--- src/rtl/uart_rx.sv ---
// 8N1 serial receiver: two-flop synchronizer, falling-edge start detection,
// mid-bit sampling from a down-counter, and a valid/ack byte hand-off.
module uart_rx #(
    parameter logic [13:0] KBAUD = 14'd10416
) (
    input  logic       clk,
    input  logic       rst,
    input  logic       in_DataBit,
    input  logic       in_Ack,
    output logic [7:0] out_DataByte,
    output logic       out_Valid,
    output logic       out_FrameErr,
    output logic       out_Overrun,
    output logic       out_Busy
);

    localparam int CW = $clog2(KBAUD);
    localparam logic [CW-1:0] HALF_LOAD = CW'(KBAUD / 2 - 14'd1);
    localparam logic [CW-1:0] FULL_LOAD = CW'(KBAUD - 14'd1);
    localparam logic [CW-1:0] CNT_ONE   = CW'(1);

    typedef enum logic [1:0] {
        S_IDLE  = 2'd0,
        S_START = 2'd1,
        S_DATA  = 2'd2,
        S_STOP  = 2'd3
    } state_t;

    state_t          r_state;
    logic            r_sync1;
    logic            r_sync2;
    logic            r_prev;
    logic [CW-1:0]   r_cnt;
    logic [2:0]      r_bitcnt;
    logic [7:0]      r_shift;
    logic [7:0]      r_data;
    logic            r_valid;
    logic            r_frame_err;
    logic            r_overrun;
    logic            r_busy;

    logic            w_rx_s;
    logic            w_start_edge;
    logic            w_event;

    assign w_rx_s       = r_sync2;
    assign w_start_edge = r_prev & ~r_sync2;
    assign w_event      = (r_cnt == '0);

    always_ff @(posedge clk) begin
        if (rst) begin
            r_state     <= S_IDLE;
            r_sync1     <= 1'b1;
            r_sync2     <= 1'b1;
            r_prev      <= 1'b1;
            r_cnt       <= '0;
            r_bitcnt    <= 3'd0;
            r_shift     <= 8'd0;
            r_data      <= 8'd0;
            r_valid     <= 1'b0;
            r_frame_err <= 1'b0;
            r_overrun   <= 1'b0;
            r_busy      <= 1'b0;
        end else begin
            r_sync1     <= in_DataBit;
            r_sync2     <= r_sync1;
            r_prev      <= r_sync2;
            r_frame_err <= 1'b0;
            r_overrun   <= 1'b0;
            if (r_cnt != '0) begin
                r_cnt <= r_cnt - CNT_ONE;
            end
            if (r_valid && in_Ack) begin
                r_valid <= 1'b0;
            end
            case (r_state)
                S_IDLE: begin
                    if (w_start_edge) begin
                        r_state <= S_START;
                        r_cnt   <= HALF_LOAD;
                        r_busy  <= 1'b1;
                    end
                end
                S_START: begin
                    // A start bit that is already high again at mid-bit is a glitch
                    if (w_event) begin
                        if (!w_rx_s) begin
                            r_state  <= S_DATA;
                            r_cnt    <= FULL_LOAD;
                            r_bitcnt <= 3'd0;
                        end else begin
                            r_state <= S_IDLE;
                            r_busy  <= 1'b0;
                        end
                    end
                end
                S_DATA: begin
                    if (w_event) begin
                        r_shift[r_bitcnt] <= w_rx_s;
                        r_bitcnt          <= r_bitcnt + 3'd1;
                        r_cnt             <= FULL_LOAD;
                        if (r_bitcnt == 3'd7) begin
                            r_state <= S_STOP;
                        end
                    end
                end
                S_STOP: begin
                    if (w_event) begin
                        r_data  <= r_shift;
                        r_state <= S_IDLE;
                        r_busy  <= 1'b0;
                        // Setting valid overrides a same-cycle ack clear above
                        if (w_rx_s) begin
                            r_valid   <= 1'b1;
                            r_overrun <= r_valid & ~in_Ack;
                        end else begin
                            r_frame_err <= 1'b1;
                        end
                    end
                end
                default: begin
                    r_state <= S_IDLE;
                    r_busy  <= 1'b0;
                end
            endcase
        end
    end

    assign out_DataByte = r_data;
    assign out_Valid    = r_valid;
    assign out_FrameErr = r_frame_err;
    assign out_Overrun  = r_overrun;
    assign out_Busy     = r_busy;

endmodule

--- config.mk ---
export PLATFORM = sky130hd
export DESIGN_NAME = uart_rx
export DESIGN_NICKNAME = d
export VERILOG_FILES = /design/src/rtl/uart_rx.sv
export SDC_FILE = /design/constraint.sdc
export NUM_CORES = 1
export LEC_CHECK = 0
export BUFFER_PORTS_ARGS = -buffer_cell sky130_fd_sc_hd__buf_4
export CORE_ASPECT_RATIO = 1.2
export CORE_MARGIN = 2
export CORE_UTILIZATION = 58
export CTS_CLUSTER_SIZE = 40
export DETAILED_ROUTE_END_ITERATION = 10
export GPL_ROUTABILITY_DRIVEN = 1
export PLACE_DENSITY = 0.73
export SLEW_MARGIN = 20
export SYNTH_ARGS = -nofsm -noshare
export SYNTH_HDL_FRONTEND = slang
export SYNTH_SLANG_ARGS = --single-unit
--- constraint.sdc ---
create_clock -name clk -period 3.29 [get_ports clk]
set_input_delay 0.4935 -clock clk [delete_from_list [all_inputs] [get_ports clk]]
set_output_delay 0.4935 -clock clk [all_outputs]
set_load 0.02 [all_outputs]
==> results of run 1 <==
final timing paths:
check / start / end / slack [ps] / cells after the start
setup / recovery: r_cnt[0]$_SDFF_PP0_ / r_cnt[0]$_SDFF_PP0_ / 650 / 11
hold / removal: in_DataBit / r_sync1$_SDFF_PP1_ / 400 / 2
setup reg to reg: r_cnt[0]$_SDFF_PP0_ / r_cnt[0]$_SDFF_PP0_ / 650 / 11
hold reg to reg: r_sync1$_SDFF_PP1_ / r_sync2$_SDFF_PP1_ / 410 / 1
area by class of cell:
type | count | area share [%]
multi-input combinational | 167 | 48.9
sequential | 42 | 37.5
timing repair buffer | 18 | 6.03
clock buffer | 7 | 3.41
tap | 37 | 2.07
clock inverter | 1 | 1.34
inverter | 4 | 0.782
metal layers:
metal / global-route usage, % / wire [microns]
met5: 0 / 0
met4: 12.8 / 91
met3: 5.97 / 180
met2: 43.6 / 2300
met1: 24.4 / 1650
where the power goes:
part           switching [mW]  total, mW  internal (mW)
clock network           0.160      0.387          0.227
registers              0.0956      0.675          0.580
logic                   0.413      0.722          0.309
cells in the mapped netlist (2+ instances only):
cell type	n
nand2_1	8
o21ai_0	5
nand4_1	3
dfxtp_1	42
ha_1	5
a311oi_1	2
nor4b_1	2
clkbuf_1	10
mux2i_1	17
nand3_1	6
or4b_2	2
xor2_1	2
or2_2	6
nand2b_1	6
buf_6	2
nor4_1	6
nor2_1	32
inv_1	3
a21oi_1	14
or3_1	3
a22oi_1	2
nor3_1	12
a31oi_1	2
xnor2_1	5
nor2b_1	3
a211o_1	3
nor3b_1	4
o211ai_1	2
sequential cells by signal (all words and copies together), names as in the netlist, named ones only:
signal / cells
r_shift: 8
r_sync1: 1
r_bitcnt: 3
out_DataByte: 8
out_Busy: 1
r_state: 1
r_sync2: 1
out_Valid: 1
r_cnt: 14
out_Overrun: 1
r_prev: 1
out_FrameErr: 1
through the flow:
| step | worst slack (ps) | hold WS [ps] | area [sq um] |
|---|---|---|---|
| 5_1_grt | 383 | 394 | 2240 |
| 4_1_cts | 659 | 389 | 2240 |
| 3_3_place_gp | 781 | 392 | 2130 |
| 6_report | 649 | 398 | 2240 |
| 3_5_place_dp | 680 | 394 | 2130 |
| 2_1_floorplan | 746 | 389 | 2020 |
cells by family (layout without fill, tap and decap cells):
logic type | Yosys count | count (layout) | share of synthesized area [%]
and+or+nand+nor | 99 | 99 | 26.8
DFF | 42 | 42 | 41.7
AOI/OAI and AO/OA | 38 | 38 | 12.3
muxes | 18 | 18 | 8.99
buffers and inverters | 17 | 30 | 4.09
xor gates and xnor gates | 7 | 7 | 3.04
adders and majority gates | 5 | 5 | 3.10
==> results.tsv, run 1 <==
stage	metric	value	unit
detailed_routing	vias_per_cell	6.13	
layout	seqCellArea	841	sq um
clock_tree	cts_made_buffers	5	
layout	mostFrequentLayoutCells	dfxtp_1, nor2_1, buf_4	
synthesis	synth_flop_cell	dfxtp_1	
worst_setup_path	cp_top_family	simple AND/OR/NAND/NOR gates	
clock_tree	post_cts_resized	0	
layout	multi_input_area	1090	sq um
synthesis	seq_area_frac_synth	41.7	%
synthesis	synth-seq-cells	42	
placed_design	place_inst	268	
worst_setup_path	crit_path_cell_trace	inv_1 -> ha_1 -> or4b_2 -> nor4_4 -> buf_4 -> inv_4 -> ha_1 -> nor2_1 -> nor2_1 -> o21ai_0 -> a21oi_2	
die	start_util	60.5	%
synthesis	synth_area	2020	sq um
detailed_routing	drt-initial-drc-count	73	
timing	slew_viol_final	0	
worst_setup_path	max_stage_delay	680	ps
die	dieArea	3970	sq um
synthesis	ys_top_cells_by_area	dfxtp_1, mux2i_1, nor2_1	
worst_setup_path	critPathCaptureType	flip-flop	
power_and_ir_drop	p_per_area	796	nW/um^2
worst_setup_path	worst-endpoint-required	3460	ps
worst_setup_path	cpMaxStageDelayCell	or4b_2	
layout	layout_commonest_cell	dfxtp_1	
clock_tree	postCtsSetupRepairBufs	0	
clock_tree	path_clk_slew	80	ps
clock_tree	cts_root_buf	clkbuf_8	
placed_design	portBuffers	15	
worst_setup_path	worstPathArrival	2810	ps
timing	hold_violations	0	
global_routing	grt_pass1_wl	7110	microns
detailed_routing	ant_nets	0	
synthesis	syn_avg_cell_area	8.93	sq um
clock_tree	ctsHoldBuffers	0	
global_routing	grt_start_max_net_pins	38	
die	num_rows	23	
layout	fin_util	67.1	%
clock_tree	htree_levels	2	
clock_tree	cts_tree	done	
timing	finalSetupTns	0	ps
synthesis	synth_cells	226	
layout	drive_gt1_share	16.3	%
timing	slew_headroom	38.4	%
die	die_w	57.9	microns
synthesis	yosysTopAreaCell	dfxtp_1	
clock_tree	clock_sinks	42	
worst_setup_path	crit_fanout	10	
worst_setup_path	worstSetupPathType	reg -> reg	
placed_design	hpwl	3110	microns
timing	fin_crit	2640	ps
layout	fill_cells	259	
global_routing	grt_use_total	23.6	%
layout	nets	247	
timing	fin_skew	6.20	ps
run_status	status	finished, final reports clean	
layout	syn_to_final_growth	11.0	%
timing	grt_setup_unrepaired	false	
power_and_ir_drop	power	1.78	mW
clock_tree	insertion_delay	290	ps
layout	diodes	0	
layout	final_cells	276	
synthesis	postSynth.asyncResetShare	0	%
timing	final.period_utilization	80.3	%
worst_setup_path	start_kind	flip-flop	
global_routing	grt_pass1_vias	1654	
clock_tree	clk_path_buf_depth	2	
synthesis	ys_types	45	
synthesis	synth_edf_count	0	
global_routing	antenna_found_initial	0	
synthesis	ys_warn_count	0	
worst_setup_path	worst-path-buf-inv	3	
timing	worst_pin_slew	911	ps
worst_hold_path	hp-class	in -> reg	
synthesis	synth_top_area_share	41.7	%
die	ios	16	
timing	fmax	379	MHz
detailed_routing	routed_wl	4230	microns
detailed_routing	detailroute.via_count	1691	
die	core_area	3340	sq um
detailed_routing	dr.pass1.iters	4	
die	die-height	68.6	microns
detailed_routing	drcViolationCount	0	
synthesis	syn-num-nets	235	
detailed_routing	wl_per_cell	15.3	microns
power_and_ir_drop	leakage	0.843	nW
power_and_ir_drop	ir_drop	0.624	mV
flow_run	maxCapViolations	0	
placed_design	globalplace.congestion	0.895	
timing	final-setup-viol-count	0	
global_routing	grt-ovfl-total	0	
(Power assumes the default switching activity.)
==> inputs of run 2 (changes only) <==
- CORE_UTILIZATION: 58 -> 53
- PLACE_DENSITY: 0.73 -> 0.71
- clock period: 3.29 -> 2.1 ns (I/O delays scaled with it)
==> run 2 against run 1 <==
  * Sequential power rose by 47%
  * Die area rose by 8.8%
  * Total power rose by 90%
  * Clock-buffer cell count fell by 1
  * Routed wire length rose by 10%
  * Critical path depth fell by 3
  * Via count rose by 7.0%
  * Clock skew fell by 0.77 ps
  * Combinational power rose by 140%
==> results.tsv, run 2 (same netlist as run 1, synthesis figures left out) <==
stage	metric	value	unit
run_status	status	finished, final reports clean	
detailed_routing	drt-initial-drc-count	55	
layout	nets	277	
detailed_routing	dr.pass1.iters	4	
clock_tree	cts_made_buffers	5	
worst_setup_path	worst-endpoint-required	2320	ps
worst_setup_path	start_kind	flip-flop	
timing	fin_crit	2090	ps
placed_design	hpwl	3210	microns
die	start_util	55.5	%
layout	regMostFlops	r_cnt	
clock_tree	insertion_delay	290	ps
timing	slew_headroom	61.2	%
clock_tree	cts_tree	done	
detailed_routing	routed_wl	4650	microns
worst_setup_path	critPathCaptureType	flip-flop	
placed_design	portBuffers	15	
detailed_routing	drcViolationCount	0	
timing	fmax	479	MHz
worst_setup_path	worstPathArrival	2310	ps
placed_design	pre_cts_ws	-104	ps
global_routing	antenna_found_initial	0	
clock_tree	ctsHoldBuffers	0	
global_routing	grt_pass1_vias	1659	
layout	fill_cells	293	
worst_setup_path	crit_fanout	3	
global_routing	grt_pass1_wl	7450	microns
layout	syn_to_final_growth	27.3	%
clock_tree	cts_root_buf	clkbuf_8	
power_and_ir_drop	ir_drop	0.643	mV
die	ios	16	
layout	diodes	0	
global_routing	grt_use_total	22.9	%
detailed_routing	detailroute.via_count	1810	
layout	drive_gt1_share	31.0	%
power_and_ir_drop	power	3.38	mW
flow_run	maxCapViolations	0	
global_routing	grt_start_max_net_pins	38	
clock_tree	clock_sinks	42	
placed_design	globalplace.congestion	0.876	
timing	setup_ws	12.0	ps
power_and_ir_drop	p_per_area	1320	nW/um^2
detailed_routing	vias_per_cell	5.66	
detailed_routing	ant_nets	0	
timing	grt_setup_unrepaired	true	
timing	finalSetupTns	0	ps
timing	slew_viol_final	0	
die	num_rows	24	
die	dieArea	4320	sq um
layout	mostFrequentLayoutCells	buf_4, dfxtp_1, nor2_1	
timing	final.period_utilization	99.4	%
timing	fin_skew	5.42	ps
detailed_routing	wl_per_cell	14.5	microns
power_and_ir_drop	leakage	1.01	nW
timing	worst_pin_slew	575	ps
clock_tree	htree_levels	2	
worst_hold_path	hp-class	in -> reg	
clock_tree	path_clk_slew	80	ps
clock_tree	clk_path_buf_depth	2	
global_routing	grt-ovfl-total	0	
layout	layout_commonest_cell	buf_4	
worst_setup_path	worstSetupPathType	reg -> reg	
timing	final-setup-viol-count	0	
layout	largest_reg_flops	14	
timing	hold_violations	0	
die	die-height	71.6	microns
die	die_w	60.3	microns
die	core_area	3630	sq um
==> run 2: changes by cell type in the layout (fill, tap and decap cells not counted), moves of 2 or more <==
cell      before  now
inv_1          3    1
dfxtp_1       42   39
nor4_1         6    4
dfxtp_2        0    3
ha_1           5    3
buf_4         18   46
ha_4           0    2
inv_2          0    2
clkbuf_1       2    0
==> run 2: routing by layer <==
metal / share of wire, % / global-route usage, %
met1: 42 / 28.3
met2: 53 / 39.6
met3: 4.0 / 3.79
met4: 1.2 / 7.90
met5: 0 / 0
==> run 2: final timing paths <==
path                                     startpoint                  end  slack [ps]  cells past startpoint
worst max-delay path            r_cnt[5]$_SDFF_PP0_  r_cnt[0]$_SDFF_PP0_          10                      8
worst min register to register   r_sync1$_SDFF_PP1_   r_sync2$_SDFF_PP1_         410                      1
worst min-delay path                     in_DataBit   r_sync1$_SDFF_PP1_         210                      2
worst max register to register  r_cnt[5]$_SDFF_PP0_  r_cnt[0]$_SDFF_PP0_          10                      8
==> run 2: timing repair <==
item / CTS / global route
gates resized for setup: 1 / 14
endpoints found under the setup margin: 6 / 21
buffers inserted: 2 / 2
gates cloned: 0 / 1
pin swaps: 2 / 8
==> run 2: final cells by class <==
class,instances,area (sq um),share of cell area [%]
multi-input cells,167,1170,45.5
clock inverters,1,30.0,1.17
repair buffers,48,362,14.1
clock buffers,6,82.6,3.21
flip-flops and latches,42,845,32.9
well taps,52,65.1,2.53
inverters,4,17.5,0.682
==> run 2: metrics by stage <==
stage,area [sq um],utilization [%],hold slack [ps],std cells
floorplan,2040,-,389,226
global placement,2360,64.9,395,308
detailed placement,2360,64.9,394,308
CTS,2490,68.6,203,317
finish,2570,70.7,210,320
global route,2570,70.7,199,320
==> run 2: worst max-delay path, stage by stage (launching register included) <==
cell	delay, ps
dfxtp_2	330
or4_4	560
nor4_4	400
inv_4	60
ha_4	280
nor2b_1	40
a21oi_1	110
o21ai_1	90
a21oi_2	140
==> run 2: where the power goes <==
group / total, mW / switching [mW] / internal [mW]
combinational: 1.75 / 0.879 / 0.867
sequential: 0.994 / 0.0814 / 0.913
clock: 0.644 / 0.264 / 0.380
total: 3.38 / 1.22 / 2.16
